$ cat config.mk
export PLATFORM = sky130hd
export DESIGN_NAME = instruction_fetch
export DESIGN_NICKNAME = d
export VERILOG_FILES = /design/src/rtl/instruction_fetch.sv
export SDC_FILE = /design/constraint.sdc
export NUM_CORES = 1
export LEC_CHECK = 0
export ABC_AREA = 1
export CAP_MARGIN = 25
export CELL_PAD_IN_SITES_DETAIL_PLACEMENT = 1
export CELL_PAD_IN_SITES_GLOBAL_PLACEMENT = 2
export CORE_ASPECT_RATIO = 0.8
export CORE_UTILIZATION = 39
export CTS_CLUSTER_DIAMETER = 200
export DETAILED_ROUTE_END_ITERATION = 16
export DONT_BUFFER_PORTS = 1
export PLACE_DENSITY_LB_ADDON = 0.1
export REMOVE_ABC_BUFFERS = 1
export SLEW_MARGIN = 20
export SYNTH_ARGS = -nofsm -noshare
export SYNTH_HDL_FRONTEND = slang
export SYNTH_SLANG_ARGS = --single-unit
$ cat constraint.sdc
create_clock -name clk -period 6.6 [get_ports clk]
set_input_delay 0.99 -clock clk [delete_from_list [all_inputs] [get_ports clk]]
set_output_delay 0.99 -clock clk [all_outputs]
set_load 0.005 [all_outputs]
$ cat src/rtl/instruction_fetch.sv
// Instruction fetch: ROM bus initiator feeding a DEPTH-entry prefetch queue with valid/ready output.
// Optional macro IFETCH_STALL_COUNT_EN adds a saturating 16-bit consumer stall counter.
module instruction_fetch #(
  parameter int unsigned ADDR_WIDTH = 5,
  parameter int unsigned DATA_WIDTH = 32,
  parameter int unsigned DEPTH      = 4
) (
  input  logic                  clk,
  input  logic                  reset,
  input  logic                  enable,
  output logic [ADDR_WIDTH-1:0] rom_address,
  output logic                  rom_chip_select,
  input  logic [DATA_WIDTH-1:0] rom_data,
  input  logic                  redirect,
  input  logic [ADDR_WIDTH-1:0] redirect_address,
  output logic                  instr_valid,
  output logic [DATA_WIDTH-1:0] instr_data,
  output logic [ADDR_WIDTH-1:0] instr_address,
  input  logic                  instr_ready
`ifdef IFETCH_STALL_COUNT_EN
  ,
  output logic [15:0]           stall_count
`endif
);

  localparam int unsigned PTR_W = (DEPTH > 1) ? $clog2(DEPTH) : 1;
  localparam int unsigned CNT_W = PTR_W + 1;

  logic                  cs_q, cs_d;
  logic [ADDR_WIDTH-1:0] addr_q, addr_d;
  logic [ADDR_WIDTH-1:0] pc_q, pc_d;
  logic [CNT_W-1:0]      cnt_q, cnt_d;
  logic [PTR_W-1:0]      rd_q, rd_d;
  logic [PTR_W-1:0]      wr_q, wr_d;
  logic                  valid_q, valid_d;
  logic [DATA_WIDTH-1:0] data_mem_q [DEPTH];
  logic [DATA_WIDTH-1:0] data_mem_d [DEPTH];
  logic [ADDR_WIDTH-1:0] addr_mem_q [DEPTH];
  logic [ADDR_WIDTH-1:0] addr_mem_d [DEPTH];

  logic issue, push, pop;

  // Issue/capture/pop bookkeeping; redirect overrides everything but reset.
  always_comb begin
    cs_d       = cs_q;
    addr_d     = addr_q;
    pc_d       = pc_q;
    cnt_d      = cnt_q;
    rd_d       = rd_q;
    wr_d       = wr_q;
    data_mem_d = data_mem_q;
    addr_mem_d = addr_mem_q;

    // Conservative credit: an in-flight word reserves a slot, a same-cycle pop frees none.
    issue = enable && !redirect && ((cnt_q + CNT_W'(cs_q)) < CNT_W'(DEPTH));
    push  = cs_q && !redirect;
    pop   = valid_q && instr_ready && !redirect;

    if (redirect) begin
      cnt_d = '0;
      rd_d  = '0;
      wr_d  = '0;
      cs_d  = enable;
      if (enable) begin
        addr_d = redirect_address;
        pc_d   = redirect_address + ADDR_WIDTH'(1);
      end else begin
        pc_d   = redirect_address;
      end
    end else begin
      cs_d = issue;
      if (issue) begin
        addr_d = pc_q;
        pc_d   = pc_q + ADDR_WIDTH'(1);
      end
      if (push) begin
        data_mem_d[wr_q] = rom_data;
        addr_mem_d[wr_q] = addr_q;
        wr_d             = wr_q + PTR_W'(1);
      end
      if (pop) begin
        rd_d = rd_q + PTR_W'(1);
      end
      cnt_d = cnt_q + CNT_W'(push) - CNT_W'(pop);
    end

    valid_d = (cnt_d != '0);
  end

  always_ff @(posedge clk) begin
    if (reset) begin
      cs_q       <= 1'b0;
      addr_q     <= '0;
      pc_q       <= '0;
      cnt_q      <= '0;
      rd_q       <= '0;
      wr_q       <= '0;
      valid_q    <= 1'b0;
      data_mem_q <= '{default: '0};
      addr_mem_q <= '{default: '0};
    end else begin
      cs_q       <= cs_d;
      addr_q     <= addr_d;
      pc_q       <= pc_d;
      cnt_q      <= cnt_d;
      rd_q       <= rd_d;
      wr_q       <= wr_d;
      valid_q    <= valid_d;
      data_mem_q <= data_mem_d;
      addr_mem_q <= addr_mem_d;
    end
  end

  assign rom_chip_select = cs_q;
  assign rom_address     = addr_q;
  assign instr_valid     = valid_q;
  assign instr_data      = valid_q ? data_mem_q[rd_q] : '0;
  assign instr_address   = valid_q ? addr_mem_q[rd_q] : '0;

`ifdef IFETCH_STALL_COUNT_EN
  logic [15:0] stall_q, stall_d;

  // Counts edges where a word is offered but not taken; saturates, cleared only by reset.
  always_comb begin
    stall_d = stall_q;
    if (valid_q && !instr_ready && (stall_q != 16'hFFFF)) begin
      stall_d = stall_q + 16'd1;
    end
  end

  always_ff @(posedge clk) begin
    if (reset) begin
      stall_q <= '0;
    end else begin
      stall_q <= stall_d;
    end
  end

  assign stall_count = stall_q;
`endif

endmodule

Yosys cells after proc, flatten, opt, wreduce, memory -nomap -nowiden
Index checks and enable logic that the tools add are counted.
{"block": "word_totals", "out_inout_bits": 44, "reg_bits": 167, "inputBits": 42}
{"block": "op_classes", "magnitude_cmp": 4, "n_reduce_logical": 12, "n_mux": 22, "n_eq_ne": 1, "bitwise": 3, "addsub": 7}
{"cell": "bitwise mux 128 bit", "n": 1}
{"cell": "2-to-1 mux 32 bit", "n": 4}
{"cell": "binary-select mux 32 bit (select 2 bit)", "n": 1}
{"cell": "demux 32 bit (select 2 bit)", "n": 1}
{"cell": "2-to-1 mux 5 bit", "n": 10}
{"cell": "bitwise mux 20 bit", "n": 1}
{"cell": "adder 5 x 1 -> 5 bit, second input constant", "n": 2}
{"cell": "binary-select mux 5 bit (select 2 bit)", "n": 1}
{"cell": "demux 5 bit (select 2 bit)", "n": 1}
{"cell": "adder 3 x 1 -> 3 bit", "n": 2}
{"cell": "greater-or-equal comparator 3 bit, second input constant", "n": 2}
{"cell": "logical AND 1 bit", "n": 6}
{"cell": "inverter 2 -> 3 bit", "n": 2}
{"cell": "adder 2 x 1 -> 2 bit, second input constant", "n": 2}
{"cell": "AND reduction 2 bit", "n": 2}
{"cell": "< comparator 3 x 1 -> 1 bit, second input constant", "n": 1}
{"cell": "< comparator 3 bit, second input constant", "n": 1}
{"cell": "2-to-1 mux 3 bit", "n": 1}
{"cell": "nonzero test 3 bit", "n": 1}
{"cell": "subtractor 3 x 1 -> 3 bit", "n": 1}
{"cell": "!= test 2 bit, second input constant", "n": 1}
{"cell": "nonzero test 2 bit", "n": 1}
{"cell": "OR reduction 2 bit", "n": 1}
{"cell": "zero test 1 bit", "n": 1}
{"cell": "2 further kinds", "n": 2}

Longest topological paths before layout
Gate-level depths: netlist of the first run.
{"block": "depth", "depth_word": 6, "depth_mapped": 13}

Worst setup path after synthesis of the first run
No wires, ideal clock.
{"block": "synth_timing", "path_kind": "in2reg", "from": "input redirect", "to": "register valid_q, in the netlist instr_valid", "path_buffers": 2, "arrival_time_ps": 2691, "required_ps": 6475, "stages": 13, "path_slack_ps": 3785, "path_cell_list": "buf_6 > nor2_8 > buf_6 > inv_1 > ha_1 > inv_1 > ha_1 > inv_1 > fa_1 > xnor2_1 > nor2_1 > nor2_1 > a31oi_1"}
{"block": "synth_via", "elab_chain_cells": 6, "word_cells_on_any_way": 7}
{"element": "from (decl)", "line": "14", "rtl": "input logic redirect,"}
{"element": "zero test 1 bit", "line": "56, 57"}
{"element": "logical AND 1 bit", "line": "56", "rtl": "push = cs_q && !redirect;"}
{"element": "adder 3 x 1 -> 3 bit", "line": "84", "rtl": "cnt_d = cnt_q + CNT_W'(push) - CNT_W'(pop);"}
{"element": "subtractor 3 x 1 -> 3 bit", "line": "84"}
{"element": "2-to-1 mux 3 bit *", "line": "59", "rtl": "if (redirect) begin"}
{"element": "nonzero test 3 bit *", "line": "87", "rtl": "valid_d = (cnt_d != '0);"}
{"element": "to (signal assigned)", "line": "108", "rtl": "valid_q <= valid_d;"}
{"element": "to (decl)", "line": "35", "rtl": "logic valid_q, valid_d;"}
Every way passes the cells marked *; elsewhere a longest branch is shown, timed or not.
A chain may end at the register's enable or synchronous reset.

Worst setup path after layout of the first run
{"block": "layout_timing", "from": "register rd_q[1]", "to": "output instr_data[30]"}
{"block": "layout_via", "elab_chain_cells": 5}
{"element": "from (decl)", "line": "33", "rtl": "logic [PTR_W-1:0] rd_q, rd_d;"}
{"element": "from (signal assigned)", "line": "106", "rtl": "rd_q <= rd_d;"}
{"element": "inverter 2 -> 3 bit (implied by the code)", "line": "117", "rtl": "assign instr_data = valid_q ? data_mem_q[rd_q] : '0;"}
{"element": "binary-select mux 32 bit (select 2 bit)", "line": "117"}
{"element": "2-to-1 mux 32 bit (implied by the code) (2 in a row)", "line": "117"}
{"element": "2-to-1 mux 32 bit", "line": "117"}
{"element": "to (decl)", "line": "17", "rtl": "output logic [DATA_WIDTH-1:0] instr_data,"}
Every way passes these cells. The select of a mux whose other input is x is not followed.

==> flow_metrics.env, run 1 <==
export IMPL_antenna_found_initial=0
export IMPL_slowest_delay_ps=970
export IMPL_port_buffers=0
export IMPL_hold_viol=0
export IMPL_wire_per_inst_um=18.9
export IMPL_grt_pass1_vias=7224
export IMPL_viasPerCell=5.61
export IMPL_seq_area_frac_synth_pct=44.5
export IMPL_multiInputGateArea_mm2=0.00332
export IMPL_die_height_um=126
export IMPL_clk_pin_slew_ps=70
export IMPL_ctsResizeCount=0
export IMPL_tritoncts="done"
export IMPL_ir_drop_uv=154
export IMPL_finalCritPeriodShare_pct=53.1
export IMPL_cp_data_required_time_ps=5610
export IMPL_grt_max_degree=80
export IMPL_path_common_cell="a21oi_1"
export IMPL_gr_total_overflow=0
export IMPL_r2r_cells=4
export IMPL_clock_path_buffers=2
export IMPL_worstSetupPathType="reg -> out"
export IMPL_diodes=0
export IMPL_crit_start="rd_q[1]"
export IMPL_r2r_slack_ps=4070
export IMPL_finalWirelength_um=23400
export IMPL_crit_chain="inv_1 -> buf_4 -> a21oi_1 -> o21ai_0 -> a21oi_1"
export IMPL_tightest_slew_ps=977
export IMPL_final_common_cell="a21oi_1"
export IMPL_ctsHoldBuffers=0
export IMPL_start_kind="flop"
export IMPL_cp_arrival_ps=2510
export IMPL_p_per_area_mw_per_mm2=270
export IMPL_dpl_hpwl_um=13900
export IMPL_track_usage_pct=24.9
export IMPL_cts_sinks=167
export IMPL_maxCapViolations=0
export IMPL_syn_area_mm2=0.00751
export IMPL_rows=45
export IMPL_holdPathStages=2
export IMPL_holdCritPathClass="reg -> reg"
export IMPL_vias=6946
export IMPL_holdPathEnd="data_mem_q[11]"
export IMPL_die_area_mm2=0.0198
export IMPL_drive_above_1_share_pct=5.61
export IMPL_maxSlewViolCount=0
export IMPL_grt_pass1_wl_um=38500
export IMPL_core_mm2=0.0189
export IMPL_hp_start="data_mem_q[11]"
export IMPL_die_w_um=157
export IMPL_instances_no_fill=1238
export IMPL_synth_cells=1024
export IMPL_clock_skew_ps=7.89
export IMPL_setup_violations=0
export IMPL_syn_area_per_cell_um2=7.34
export IMPL_clkLatencyLatePin_ps=430
export IMPL_ys_ff_latch=167
export IMPL_r2r_end="data_mem_q[8]"
export IMPL_seq_area_mm2=0.00335
export IMPL_pin_count=86
export IMPL_finalInstanceArea_mm2=0.00806
export IMPL_status="finished clean"
export IMPL_nets=1018
export IMPL_drc=0
export IMPL_dp_cells=1205
export IMPL_cts_root_buffer="clkbuf_16"
export IMPL_drt_iter0_drc=400
export IMPL_drt_pass1_iterations=4
export IMPL_max_freq_mhz=285
export IMPL_post_cts_buffers=0
export IMPL_rr_startpoint="wr_q[1]"
export IMPL_cts_made_buffers=17
export IMPL_slew_headroom_pct=34.9
export IMPL_htree_levels=4
export IMPL_worstPathMaxFanout=39
export IMPL_synth_distinct_cells=25
export IMPL_power_leakage_uw=0.00254
export IMPL_drt_antenna_violating_nets=0
export IMPL_gp_congestion=0.831
export IMPL_placed_cell_area_mm2=0.00744
export IMPL_synth_warning_count=0
export IMPL_start_util_pct=39.7
export IMPL_nFillCells=2426
export IMPL_final_cell_mix="a21oi_1 (264), dfxtp_1 (165), o21ai_0 (122), nand2_1 (108), inv_1 (93)"
export IMPL_area_delta_synth_final_pct=7.26
export IMPL_timing_critical_path_slowest_stage_cell="dfxtp_2"
export IMPL_endpoint_kind="output pin"
export IMPL_period_minus_slack_ps=3500
export IMPL_rsz0062_at_grt="no"
export IMPL_fin_setup_tns_ps=0
[cell type report]
type	count	share of cell area (%)
timing repair buffer	9	1.30
multi-input combinational	675	41.2
inverter	97	4.52
tap	258	4.01
clock inverter	13	1.80
clock buffer	19	5.62
sequential	167	41.5
[critical path: cells and delay by family, from the launching register on]
kind,cells,cell delay [ps]
compound gates,3,660
buf+inv,2,440
flops,1,970
[worst max path at each step]
stage                          end  slack, ps  cells past startpoint
floorplan           instr_data[30]       2590                      4
global placement       instr_valid       2990                     11
detailed placement  instr_data[30]       3540                      5
CTS                 instr_data[30]       3080                      5
global route        instr_data[30]       2920                      5
finish              instr_data[30]       3100                      5
[synth_stat cells]
cell / n / share of area, %
o21ai_0: 122 / 8.1
buf_4: 8 / 0.80
nand2_2: 2 / 0.17
buf_2: 24 / 1.6
ha_1: 8 / 1.3
or2_2: 1 / 0.083
buf_1: 3 / 0.15
a21oi_1: 264 / 18
clkinv_1: 1 / 0.050
nand3_1: 84 / 5.6
inv_2: 2 / 0.10
xnor2_1: 2 / 0.23
buf_6: 15 / 2.2
nand2_1: 110 / 5.5
dfxtp_1: 167 / 45
inv_1: 94 / 4.7
clkbuf_2: 1 / 0.067
o21ai_1: 46 / 3.1
nand4_1: 2 / 0.17
clkbuf_1: 34 / 1.7
fa_1: 1 / 0.27
xor2_1: 1 / 0.12
nor2_1: 30 / 1.5
nor2_8: 1 / 0.27
a31oi_1: 1 / 0.083
[registers in the layout, summed over array words and instances (netlist names)]
register	flops
data_mem_q	128
addr_mem_q	20
pc_q	5
rom_address	5
cnt_q	3
rd_q	2
wr_q	2
instr_valid	1
rom_chip_select	1
[per-stage QoR]
| step | util (%) | hold slack, ps | total power (uW) | setup slack (ps) |
|---|---|---|---|---|
| final | 42.6 | 449 | 2180 | 3100 |
| after global routing | 42.6 | 468 | 2260 | 2920 |
| after floorplan | - | 431 | 1140 | 2590 |
| after detailed placement | 39.3 | 443 | 1180 | 3540 |
| after CTS | 42.5 | 453 | 2200 | 3080 |
| after global placement | 39.1 | 438 | 1170 | 2990 |
[logic make-up after synthesis]
| family | after synthesis | share of synthesized area [%] |
|---|---|---|
| xor+xnor | 3 | 0.350 |
| flops | 167 | 44.5 |
| fa+ha+maj | 9 | 1.60 |
| simple gates | 230 | 13.3 |
| buf+inv | 182 | 11.4 |
| compound gates | 433 | 28.9 |
[power breakdown]
part / internal [uW] / switching [uW]
sequential: 1030 / 15.9
clock: 582 / 433
combinational: 36.0 / 80.6
total: 1650 / 530
[metal layers]
layer	part of all wire [%]	GRT usage, %	up-vias
met5	0	0	-
met4	1.0	6.11	0
met3	4.4	5.09	18
met2	46	40.1	138
met1	49	33.8	3454
li1	-	-	3336
No activity file was read; power rests on OpenSTA's default activity.
==> inputs of run 2 (changes only) <==
--- a/config.mk
+++ b/config.mk
@@ -10,7 +10,7 @@
 export CELL_PAD_IN_SITES_DETAIL_PLACEMENT = 1
 export CELL_PAD_IN_SITES_GLOBAL_PLACEMENT = 2
 export CORE_ASPECT_RATIO = 0.8
-export CORE_UTILIZATION = 39
+export CORE_UTILIZATION = 33
 export CTS_CLUSTER_DIAMETER = 200
 export DETAILED_ROUTE_END_ITERATION = 16
 export DONT_BUFFER_PORTS = 1
==> constraint.sdc (replaced) <==
create_clock -name clk -period 3.2 [get_ports clk]
set_input_delay 0.48 -clock clk [delete_from_list [all_inputs] [get_ports clk]]
set_output_delay 0.48 -clock clk [all_outputs]
set_load 0.005 [all_outputs]
==> run 2 against run 1 <==
Critical path depth fell by 2. Via count fell by 5.0%. Count of clock-buffer cells in the layout did not move. Global-route usage fell by 4.0 points. Setup slack got worse by 2400 ps. Core utilization fell by 5.5 points. Non-clock buffer count rose by 6. Sequential power rose by 110%. Combinational power rose by 97%. Largest cell class unchanged. Largest power group unchanged.
==> flow_metrics.env, run 2 (same netlist as run 1, synthesis figures left out) <==
export IMPL_status="finished clean"
export IMPL_dp_cells=1254
export IMPL_diodes=0
export IMPL_drc=0
export IMPL_setup_violations=0
export IMPL_drt_pass1_iterations=4
export IMPL_p_per_area_mw_per_mm2=554
export IMPL_core_mm2=0.0219
export IMPL_top_register="data_mem_q"
export IMPL_port_buffers=0
export IMPL_post_cts_buffers=0
export IMPL_vias=6601
export IMPL_antenna_found_initial=0
export IMPL_finalInstanceArea_mm2=0.00814
export IMPL_grt_max_degree=80
export IMPL_cp_arrival_ps=2020
export IMPL_rsz0062_at_grt="no"
export IMPL_drt_iter0_drc=326
export IMPL_endpoint_kind="output pin"
export IMPL_pin_count=86
export IMPL_die_height_um=137
export IMPL_reg_top3="data_mem_q (128), addr_mem_q (20)"
export IMPL_die_w_um=171
export IMPL_rr_startpoint="rom_chip_select"
export IMPL_power_leakage_uw=0.00257
export IMPL_start_kind="flop"
export IMPL_final_cell_mix="a21oi_1 (264), dfxtp_1 (165), o21ai_0 (122), nand2_1 (108), inv_1 (93)"
export IMPL_max_freq_mhz=399
export IMPL_track_usage_pct=20.9
export IMPL_finalWirelength_um=23600
export IMPL_r2r_end="data_mem_q[71]"
export IMPL_crit_end="instr_data[10]"
export IMPL_final_common_cell="a21oi_1"
export IMPL_holdCritPathClass="in -> reg"
export IMPL_cts_root_buffer="clkbuf_16"
export IMPL_post_route_util_pct=37.1
export IMPL_drt_antenna_violating_nets=0
export IMPL_clk_pin_slew_ps=70
export IMPL_r2r_slack_ps=1020
export IMPL_dpl_hpwl_um=13600
export IMPL_gp_congestion=0.721
export IMPL_nets=1024
export IMPL_grt_pass1_wl_um=37200
export IMPL_cp_data_required_time_ps=2720
export IMPL_tritoncts="done"
export IMPL_viasPerCell=5.14
export IMPL_start_util_pct=34.3
export IMPL_worstSetupPathType="reg -> out"
export IMPL_placed_cell_area_mm2=0.00754
export IMPL_ctsHoldBuffers=0
export IMPL_crit_start="rd_q[0]"
export IMPL_cts_made_buffers=17
export IMPL_nFillCells=2730
export IMPL_maxSlewViolCount=0
export IMPL_clkLatencyLatePin_ps=420
export IMPL_finalCritPeriodShare_pct=78.2
export IMPL_instances_no_fill=1284
export IMPL_cts_sinks=167
export IMPL_wire_per_inst_um=18.4
export IMPL_slew_headroom_pct=39.6
export IMPL_die_area_mm2=0.0234
export IMPL_area_delta_synth_final_pct=8.34
export IMPL_clock_path_buffers=2
export IMPL_gr_total_overflow=0
export IMPL_grt_pass1_vias=6449
export IMPL_worstPathMaxFanout=77
export IMPL_r2r_cells=7
export IMPL_drive_above_1_share_pct=5.89
export IMPL_maxCapViolations=0
export IMPL_period_minus_slack_ps=2500
export IMPL_hold_viol=0
export IMPL_tightest_slew_ps=904
export IMPL_ir_drop_uv=257
export IMPL_htree_levels=4
export IMPL_clock_skew_ps=10.7
export IMPL_rows=48
export IMPL_ctsResizeCount=0
export IMPL_largest_reg_flops=128
run 2: report_power, final:
group / switching, uW / internal, uW
Sequential: 34.4 / 2120
Clock: 880 / 1250
Combinational: 159 / 71.5
run 2: worst max-delay path: stages (launching register included):
cell and delay (ps):
dfxtp_2 330, buf_4 650, o21ai_0 200, a21oi_1 410
run 2: area by class of cell:
class	count	area, um^2	share of cell area, %
clock buffers	19	443	5.44
multi-input cells	675	3320	40.8
inverters	97	364	4.47
flip-flops and latches	167	3350	41.1
repair buffers	15	138	1.69
clock inverters	11	151	1.86
well taps	300	375	4.61
run 2: how the worst min path moves through the flow:
stage | endpoint | slack, ps | cells past startpoint | start
floorplan | addr_mem_q[0] | 430 | 2 | addr_mem_q[0]
global placement | data_mem_q[88] | 440 | 2 | data_mem_q[88]
detailed placement | data_mem_q[122] | 450 | 2 | data_mem_q[122]
CTS | data_mem_q[17] | 100 | 1 | reset
global route | data_mem_q[5] | 90 | 1 | reset
finish | data_mem_q[17] | 120 | 1 | reset
run 2: per-stage QoR:
| step | setup TNS [ps] | setup slack, ps | power (uW) | hold slack, ps |
|---|---|---|---|---|
| 6_report | 0 | 696 | 4510 | 121 |
| 5_1_grt | 0 | 510 | 4690 | 93.6 |
| 4_1_cts | 0 | 699 | 4570 | 101 |
| 3_5_place_dp | 0 | 991 | 2440 | 445 |
| 3_3_place_gp | 0 | 1030 | 2430 | 442 |
| 2_1_floorplan | -10480 | -303 | 2350 | 431 |
run 2: layer usage:
layer | track usage [%] | wire length (um)
met1 | 29.5 | 12200
met2 | 31.8 | 10000
met3 | 4.97 | 1180
met4 | 4.95 | 146
met5 | 0 | 0
